[src/rtl/aq_falu_pkg.sv]
// Shared types and constants for the FALU EX4 writeback path.
package aq_falu_pkg;

  localparam int FALU_FFLAGS_W = 5;
  localparam int FALU_DATA_W   = 64;
  localparam int FALU_DST_W    = 5;

  typedef struct packed {
    logic [FALU_DATA_W-1:0]   data;
    logic [FALU_FFLAGS_W-1:0] fflags;
    logic [FALU_DST_W-1:0]    dst;
  } falu_wb_entry_t;

  localparam int FALU_WB_ENTRY_W = $bits(falu_wb_entry_t);

endpackage

[src/rtl/aq_falu_wb_fifo.sv]
// Generic in-order synchronous FIFO with explicit pointer wrap (DEPTH need not be a power of 2).
module aq_falu_wb_fifo
  import aq_falu_pkg::*;
#(
  parameter int WIDTH = FALU_WB_ENTRY_W,
  parameter int DEPTH = 2
) (
  input  logic             i_clk,
  input  logic             i_rst,
  input  logic             i_flush,
  input  logic             i_push,
  input  logic             i_pop,
  input  logic [WIDTH-1:0] i_wdata,
  output logic [WIDTH-1:0] o_rdata,
  output logic             o_full,
  output logic             o_empty
);

  localparam int PTR_W = (DEPTH > 1) ? $clog2(DEPTH) : 1;
  localparam int CNT_W = $clog2(DEPTH + 1);

  logic [PTR_W-1:0] r_wr_ptr;
  logic [PTR_W-1:0] r_rd_ptr;
  logic [CNT_W-1:0] r_count;
  logic [WIDTH-1:0] r_mem [DEPTH];

  logic w_full;
  logic w_empty;
  logic w_wr_en;
  logic w_rd_en;

  function automatic logic [PTR_W-1:0] f_ptr_inc(input logic [PTR_W-1:0] p);
    return (p == PTR_W'(DEPTH - 1)) ? '0 : p + 1'b1;
  endfunction

  assign w_full  = (r_count == CNT_W'(DEPTH));
  assign w_empty = (r_count == '0);

  // A write into a full FIFO is dropped rather than overwriting the head.
  assign w_wr_en = i_push & ~w_full & ~i_flush;
  assign w_rd_en = i_pop & ~w_empty & ~i_flush;

  always_ff @(posedge i_clk) begin
    if (i_rst || i_flush) begin
      r_wr_ptr <= '0;
      r_rd_ptr <= '0;
      r_count  <= '0;
    end else begin
      if (w_wr_en) r_wr_ptr <= f_ptr_inc(r_wr_ptr);
      if (w_rd_en) r_rd_ptr <= f_ptr_inc(r_rd_ptr);
      case ({w_wr_en, w_rd_en})
        2'b10:   r_count <= r_count + 1'b1;
        2'b01:   r_count <= r_count - 1'b1;
        default: r_count <= r_count;
      endcase
    end
  end

  // Storage only changes on write or reset, so it can sit behind a gated clock.
  always_ff @(posedge i_clk) begin
    if (i_rst) begin
      for (int i = 0; i < DEPTH; i++) r_mem[i] <= '0;
    end else if (w_wr_en) begin
      r_mem[r_wr_ptr] <= i_wdata;
    end
  end

  assign o_rdata = r_mem[r_rd_ptr];
  assign o_full  = w_full;
  assign o_empty = w_empty;

endmodule

[src/rtl/aq_falu_ex4_wb_buf.sv]
// FALU fadd EX4 writeback buffer: captures EX3 results, queues them in order and
// presents them to the VPU writeback port; raises the EX4 stall when full.
module aq_falu_ex4_wb_buf
  import aq_falu_pkg::*;
#(
  parameter int DATA_W = FALU_DATA_W,
  parameter int DST_W  = FALU_DST_W,
  parameter int DEPTH  = 2
) (
  input  logic                     forever_cpuclk,
  input  logic                     cpurst,
  input  logic                     fadd_ex3_pipedown,
  input  logic                     fadd_ex3_inst_vld,
  input  logic [DATA_W-1:0]        fadd_ex3_result,
  input  logic [FALU_FFLAGS_W-1:0] fadd_ex3_fflags,
  input  logic [DST_W-1:0]         fadd_ex3_dst,
  input  logic                     vpu_falu_flush,
  input  logic                     vpu_falu_wb_rdy,
  output logic                     falu_vpu_wb_vld,
  output logic [DATA_W-1:0]        falu_vpu_wb_data,
  output logic [FALU_FFLAGS_W-1:0] falu_vpu_wb_fflags,
  output logic [DST_W-1:0]         falu_vpu_wb_dst,
  output logic                     falu_ex4_stall,
  output logic                     falu_ex4_empty
);

  localparam int ENTRY_W = DATA_W + FALU_FFLAGS_W + DST_W;

  logic               w_push;
  logic               w_pop;
  logic               w_full;
  logic               w_empty;
  logic [ENTRY_W-1:0] w_wdata;
  logic [ENTRY_W-1:0] w_rdata;

  // Warm-up pipedowns carry no instruction; flush discards same-cycle traffic.
  assign w_push  = fadd_ex3_pipedown & fadd_ex3_inst_vld & ~vpu_falu_flush;
  assign w_pop   = falu_vpu_wb_vld & vpu_falu_wb_rdy & ~vpu_falu_flush;
  assign w_wdata = {fadd_ex3_result, fadd_ex3_fflags, fadd_ex3_dst};

  aq_falu_wb_fifo #(
    .WIDTH (ENTRY_W),
    .DEPTH (DEPTH)
  ) u_fifo (
    .i_clk   (forever_cpuclk),
    .i_rst   (cpurst),
    .i_flush (vpu_falu_flush),
    .i_push  (w_push),
    .i_pop   (w_pop),
    .i_wdata (w_wdata),
    .o_rdata (w_rdata),
    .o_full  (w_full),
    .o_empty (w_empty)
  );

  assign falu_vpu_wb_vld = ~w_empty;
  assign {falu_vpu_wb_data, falu_vpu_wb_fflags, falu_vpu_wb_dst} = w_rdata;

  // Stall depends only on registered occupancy, never on wb_rdy.
  assign falu_ex4_stall = w_full;
  assign falu_ex4_empty = w_empty;

  a_no_push_when_full: assert property (
    @(posedge forever_cpuclk) disable iff (cpurst) !(w_push && w_full)
  );

endmodule

[config.mk]
export PLATFORM = sky130hd
export DESIGN_NAME = aq_falu_ex4_wb_buf
export DESIGN_NICKNAME = d
export VERILOG_FILES = /design/src/rtl/aq_falu_pkg.sv /design/src/rtl/aq_falu_wb_fifo.sv /design/src/rtl/aq_falu_ex4_wb_buf.sv
export SDC_FILE = /design/constraint.sdc
export NUM_CORES = 1
export LEC_CHECK = 0
export CAP_MARGIN = 10
export CORE_MARGIN = 2
export CORE_UTILIZATION = 50
export CTS_BUF_LIST = sky130_fd_sc_hd__clkbuf_2 sky130_fd_sc_hd__clkbuf_4 sky130_fd_sc_hd__clkbuf_8
export DETAILED_ROUTE_END_ITERATION = 10
export GPL_ROUTABILITY_DRIVEN = 0
export PLACE_DENSITY = 0.82
export SLEW_MARGIN = 20
export SYNTH_ARGS = -nofsm -noshare
export SYNTH_HDL_FRONTEND = slang
export SYNTH_SLANG_ARGS = --single-unit
[constraint.sdc]
create_clock -name forever_cpuclk -period 10.1 [get_ports forever_cpuclk]
set_clock_uncertainty 0.1 [all_clocks]
set_input_delay 2.525 -clock forever_cpuclk [delete_from_list [all_inputs] [get_ports forever_cpuclk]]
set_output_delay 2.525 -clock forever_cpuclk [all_outputs]
set_load 0.005 [all_outputs]
==> out/results.ini, run 1 <==
[power]
power_frac_clock_pct=34.8
p_int_mw=1.02
swShare_pct=20.5
p_comb_share_pct=8.7
switchingPower_uw=263
power.leakage_nw=3.69
powerDensity_nw_per_um2=148
seq_power_share_pct=56.5
vdd.ir_drop.worst_mv=0.0803

[routing]
wl_met1_mm=5.76
via_per_inst=5.35
wl_met3_mm=1.06
drtIter0Drc=363
vias=4108
wl_met2_mm=6.63
ant_nets=0
wl_per_cell_um=17.7
routed.top_layer=met5
finalWirelength_mm=13.6
drc=0
first_pass_iters=4

[sta]
whs_ns=0.417
tightest_slew_ns=0.993
fin_crit_sh_pct=49.4
period_minus_slack_ns=4.99
relSlewSlack_pct=33.8
setup_viol=0
finalHoldViolCount=0
timing.final.ws_setup_ns=5.11
maxSlewViolCount=0
rsz0062_at_grt=no
max_freq_ghz=0.200
finalSetupTns_ns=0

[floorplan]
floorplan.initialDensity_pct=51.3
dieArea_um2=14500
die_w_um=121
die_y_um=121
fp.coreArea_um2=13200
std_cell_rows=42
io_pins=157

[setup_path]
cp_slowest_cell=dfxtp_4
crit_path_max_fanout=74
critPathArrivalTime_ns=2.36
start_kind=flip-flop
r2r_start=u_fifo.r_count[0]$_SDFFE_PP0P_
critPathKind=flip-flop to primary output
crit_chain=mux2_2 > clkdlybuf4s50_1
max_stage_delay_ns=1.01
end_kind=primary output
required_ns=7.48

[clocking]
clock_latency_ns=0.42
ctsHoldBuffers=0
cts_resized=0
cts_tree=yes
cts_htree_levels=4
cts.clk_slew.worst_paths_ns=0.07
cts-root-buf=clkbuf_8
post_cts_buffers=0
cts.sinks=153
numCtsBuffers=17
cts_max_path_buffers=2

[global_routing]
grt-ovfl-total=0
antenna_found_initial=1
grt.total_usage_pct=18.9
grt_pass1_vias=4280
grt_max_degree=149
grt_first_pass_wirelength_mm=21.1

[synth]
yosysSeqAreaShare_pct=66.9
synthesis.area_um2=6790
yosysUniqueCellTypes=24
syn_avg_cell_area_um2=15.3
synthFlopType=edfxtp_1
mappedNetlistNets=525
synthArstFlopShare_pct=0
syn_inst=444
synth_edf_count=148
yosys_warnings=0
ys_ff_latch=153

[status]
status=complete, no violations

[min_path]
holdCritPathClass=flip-flop to flip-flop
min_from=u_fifo.r_rd_ptr$_SDFFE_PP0P_

[finish]
regArea_um2=4550
fin_nets=662
fillCellCount=971
multiInputGateArea_um2=1950
n_antenna_cell=0
area_delta_synth_final_pct=28.0
drive_above_1_share_pct=18.8

[placed_design]
pre_cts_ws_ns=5.18
io_buffers=156
dp_hpwl_mm=7.86

[job]
cap_viol_max_count=0

worst max-delay path, delay by kind of cell (launching register included):
family / cells / cell delay (ns)
DFF: 1 / 1.01
buffers and inverters: 1 / 0.49
muxes: 1 / 0.41
cell families after synthesis:
logic type / share of synthesized area (%)
flip-flops: 66.9
XOR/XNOR: 0.387
buffers and inverters: 4.57
AND/OR/NAND/NOR: 15.1
multiplexers: 12.3
AO/OA/AOI/OAI: 0.590
adder cells (fa/ha/maj): 0.184
registers in the layout, indices dropped and copies added, names as in the netlist, named ones only:
| register | count |
|---|---|
| u_fifo.r_mem | 148 |
| u_fifo.r_count | 2 |
| u_fifo.r_rd_ptr | 1 |
| u_fifo.r_wr_ptr | 1 |
cell usage after synthesis, types with 2 or more instances:
cell        n  area share (%)
edfxtp_1  148              65
a21oi_1     2            0.15
buf_6      15             2.5
dfxtp_1     5             1.5
mux2_2     74              12
clkbuf_1    2            0.11
buf_2      23             1.7
a21o_1      2            0.22
nor2_4      3            0.50
nor2_1      4            0.22
or3_1       2            0.18
o21ai_0     3            0.22
inv_1       2            0.11
and3_1    148              14
xor2_1      2            0.26
per-layer routing:
metal / up-vias / track usage, %
li1: 1958 / -
met1: 1997 / 23.1
met2: 137 / 31.9
met3: 14 / 6.56
met4: 2 / 5.31
met5: - / 0
final timing paths:
kind	depth (start not counted)	slack, ns	end
worst max-delay path	2	5.11	falu_vpu_wb_data[43]
worst min-delay path	2	0.42	u_fifo.r_rd_ptr$_SDFFE_PP0P_
worst max register to register	3	7.75	u_fifo.r_mem[1][40]$_SDFFCE_PN0P_
worst min register to register	2	0.42	u_fifo.r_rd_ptr$_SDFFE_PP0P_
per-stage QoR:
stage          area [µm²]  cells  utilization [%]  power [mW]
2_1_floorplan        6790    444                -       0.784
3_3_place_gp         8310    738             62.8       0.849
3_5_place_dp         8310    738             62.8       0.852
4_1_cts              8690    768             65.6        1.29
5_1_grt              8690    768             65.6        1.32
6_report             8690    768             65.6        1.28
final cells by class:
class | count | area share, %
sequential | 153 | 52.3
multi-input combinational | 247 | 22.4
timing repair buffer | 159 | 18.3
clock buffer | 18 | 2.78
tap | 176 | 2.53
clock inverter | 12 | 1.54
inverter | 3 | 0.130
power by group through the flow:
| stage | registers [mW] | logic (mW) | clock network, mW |
|---|---|---|---|
| 6_report | 0.726 | 0.112 | 0.447 |
| 2_1_floorplan | 0.738 | 0.0461 | 0 |
| 3_3_place_gp | 0.738 | 0.110 | 0 |
| 3_5_place_dp | 0.740 | 0.112 | 0 |
| 4_1_cts | 0.726 | 0.113 | 0.453 |
| 5_1_grt | 0.728 | 0.121 | 0.474 |
cells in the final DEF (no fill, tap or decap), types with 3 or more instances in the layout:
| cell | count |
|---|---|
| clkdlybuf4s50_1 | 156 |
| and3_1 | 148 |
| edfxtp_1 | 148 |
| mux2_2 | 74 |
| clkbuf_8 | 17 |
| clkinv_1 | 5 |
| nor2_1 | 4 |
| dfxtp_1 | 4 |
| o21ai_0 | 3 |
| nor2_4 | 3 |
| bufinv_16 | 3 |
Note: power is estimated with default switching activity, not from simulation.
==> run 2: changes to the inputs <==
--- a/config.mk
+++ b/config.mk
@@ -7,11 +7,11 @@
 export LEC_CHECK = 0
 export CAP_MARGIN = 10
 export CORE_MARGIN = 2
-export CORE_UTILIZATION = 50
+export CORE_UTILIZATION = 47
 export CTS_BUF_LIST = sky130_fd_sc_hd__clkbuf_2 sky130_fd_sc_hd__clkbuf_4 sky130_fd_sc_hd__clkbuf_8
 export DETAILED_ROUTE_END_ITERATION = 10
 export GPL_ROUTABILITY_DRIVEN = 0
-export PLACE_DENSITY = 0.82
+export PLACE_DENSITY = 0.81
 export SLEW_MARGIN = 20
 export SYNTH_ARGS = -nofsm -noshare
 export SYNTH_HDL_FRONTEND = slang
==> constraint.sdc (replaced) <==
create_clock -name forever_cpuclk -period 4.3 [get_ports forever_cpuclk]
set_clock_uncertainty 0.1 [all_clocks]
set_input_delay 1.075 -clock forever_cpuclk [delete_from_list [all_inputs] [get_ports forever_cpuclk]]
set_output_delay 1.075 -clock forever_cpuclk [all_outputs]
set_load 0.005 [all_outputs]
==> run 2 against run 1 <==
  * Sequential share of layout area is 0.67 points lower
  * Utilization shrank 2.7 points
  * Total power grew 140%
  * Global-route usage is 0.11 points higher
  * Final cell count rose by 1.6%
  * Critical path type unchanged
  * Largest cell class unchanged
  * Largest power group unchanged
==> out/results.ini, run 2 (synthesis results as in run 1) <==
[floorplan]
die_w_um=124
fp.coreArea_um2=14000
die_y_um=124
floorplan.initialDensity_pct=48.5
std_cell_rows=43
io_pins=157
dieArea_um2=15400

[setup_path]
critPathArrivalTime_ns=2.39
critPathKind=flip-flop to primary output
start_kind=flip-flop
end_kind=primary output
ff2ff_path_depth=4
required_ns=3.12
crit_path_max_fanout=40

[sta]
rsz0062_at_grt=no
maxSlewViolCount=0
fin_crit_sh_pct=82.9
whs_ns=0.430
finalHoldViolCount=0
setup_viol=0
tightest_slew_ns=1.07
finalSetupTns_ns=0
max_freq_ghz=0.280
period_minus_slack_ns=3.57
relSlewSlack_pct=28.9
timing.final.ws_setup_ns=0.735

[clocking]
cts.sinks=153
numCtsBuffers=17
cts_htree_levels=4
cts_max_path_buffers=2
cts_tree=yes
cts.clk_slew.worst_paths_ns=0.08
cts_resized=0
cts-root-buf=clkbuf_8
clock_latency_ns=0.44
post_cts_buffers=0
ctsHoldBuffers=0

[finish]
largest_reg_flops=148
fillCellCount=1073
final_common_cell=clkdlybuf4s50_1
area_delta_synth_final_pct=29.7
n_antenna_cell=0
regMostFlops=u_fifo.r_mem
layout.cells.non_filler=780
final_cell_mix=clkdlybuf4s50_1, and3_1, edfxtp_1, mux2_2, clkbuf_8
fin_nets=668
drive_above_1_share_pct=20.0
top_regs=u_fifo.r_mem: 148 flops, u_fifo.r_count: 2 flops

[power]
swShare_pct=20.9
power.leakage_nw=3.74
seq_power_share_pct=54.7
vdd.ir_drop.worst_mv=0.163
p_comb_share_pct=8.8
power_mw=3.11
switchingPower_uw=649
power_frac_clock_pct=36.5
p_int_mw=2.46
powerDensity_nw_per_um2=353

[global_routing]
grt.total_usage_pct=19.0
grt_first_pass_wirelength_mm=21.7
grt_pass1_vias=4366
antenna_found_initial=0
grt-ovfl-total=0
grt_max_degree=149

[routing]
via_per_inst=5.44
finalWirelength_mm=14.1
drtIter0Drc=223
vias=4240
wl_per_cell_um=18.1
drc=0
first_pass_iters=4
ant_nets=0

[min_path]
whs_path_depth=2
holdCritPathClass=flip-flop to flip-flop

[placed_design]
dp_cells=748
pre_cts_ws_ns=0.945
dp_hpwl_mm=8.85
io_buffers=156

[status]
status=complete, no violations

[job]
cap_viol_max_count=0

==> run 2: worst paths after layout <==
check	slack (ns)	from	to
setup / recovery	0.73	flip-flop	falu_vpu_wb_data[17]
hold / removal	0.43	u_fifo.r_count[1]$_SDFFE_PP0P_	u_fifo.r_count[1]$_SDFFE_PP0P_
hold reg to reg	0.43	u_fifo.r_count[1]$_SDFFE_PP0P_	u_fifo.r_count[1]$_SDFFE_PP0P_
setup reg to reg	2.06	u_fifo.r_count[0]$_SDFFE_PP0P_	u_fifo.r_mem[1][1]$_SDFFCE_PN0P_
==> run 2: layout make-up <==
type | instances | area (µm²) | area share (%)
sequential | 153 | 4550 | 51.7
multi-input combinational | 247 | 1950 | 22.1
timing repair buffer | 165 | 1650 | 18.8
clock buffer | 17 | 234 | 2.66
tap | 180 | 225 | 2.56
clock inverter | 15 | 183 | 2.07
inverter | 3 | 11.3 | 0.128
==> run 2: metal layers <==
layer | part of all wire (%) | GRT usage [%] | routed length (µm) | vias to the layer above
met1 | 41 | 23.1 | 5790 | 2086
met2 | 51 | 32.5 | 7240 | 160
li1 | - | - | - | 1975
met3 | 6.4 | 4.72 | 900 | 19
met5 | 0 | 0 | 0 | -
met4 | 1.5 | 7.37 | 209 | 0
==> run 2: power groups by stage <==
stage	Sequential, mW	Clock (mW)	Combinational (mW)
6_report	1.70	1.14	0.274
5_1_grt	1.71	1.21	0.296
4_1_cts	1.70	1.15	0.277
3_5_place_dp	1.74	0	0.275
3_3_place_gp	1.73	0	0.270
2_1_floorplan	1.73	0	0.108
==> run 2: metrics by stage <==
stage	cell area, µm²	utilization, %
6_report	8800	62.9
2_1_floorplan	6790	-
5_1_grt	8800	62.9
3_3_place_gp	8390	60.0
4_1_cts	8800	62.9
3_5_place_dp	8390	60.0
==> run 2: critical path, stage by stage, from the launching register on <==
cell and delay [ns]:
dfxtp_4 0.71, buf_4 0.38, mux2_2 0.39, clkdlybuf4s50_1 0.44
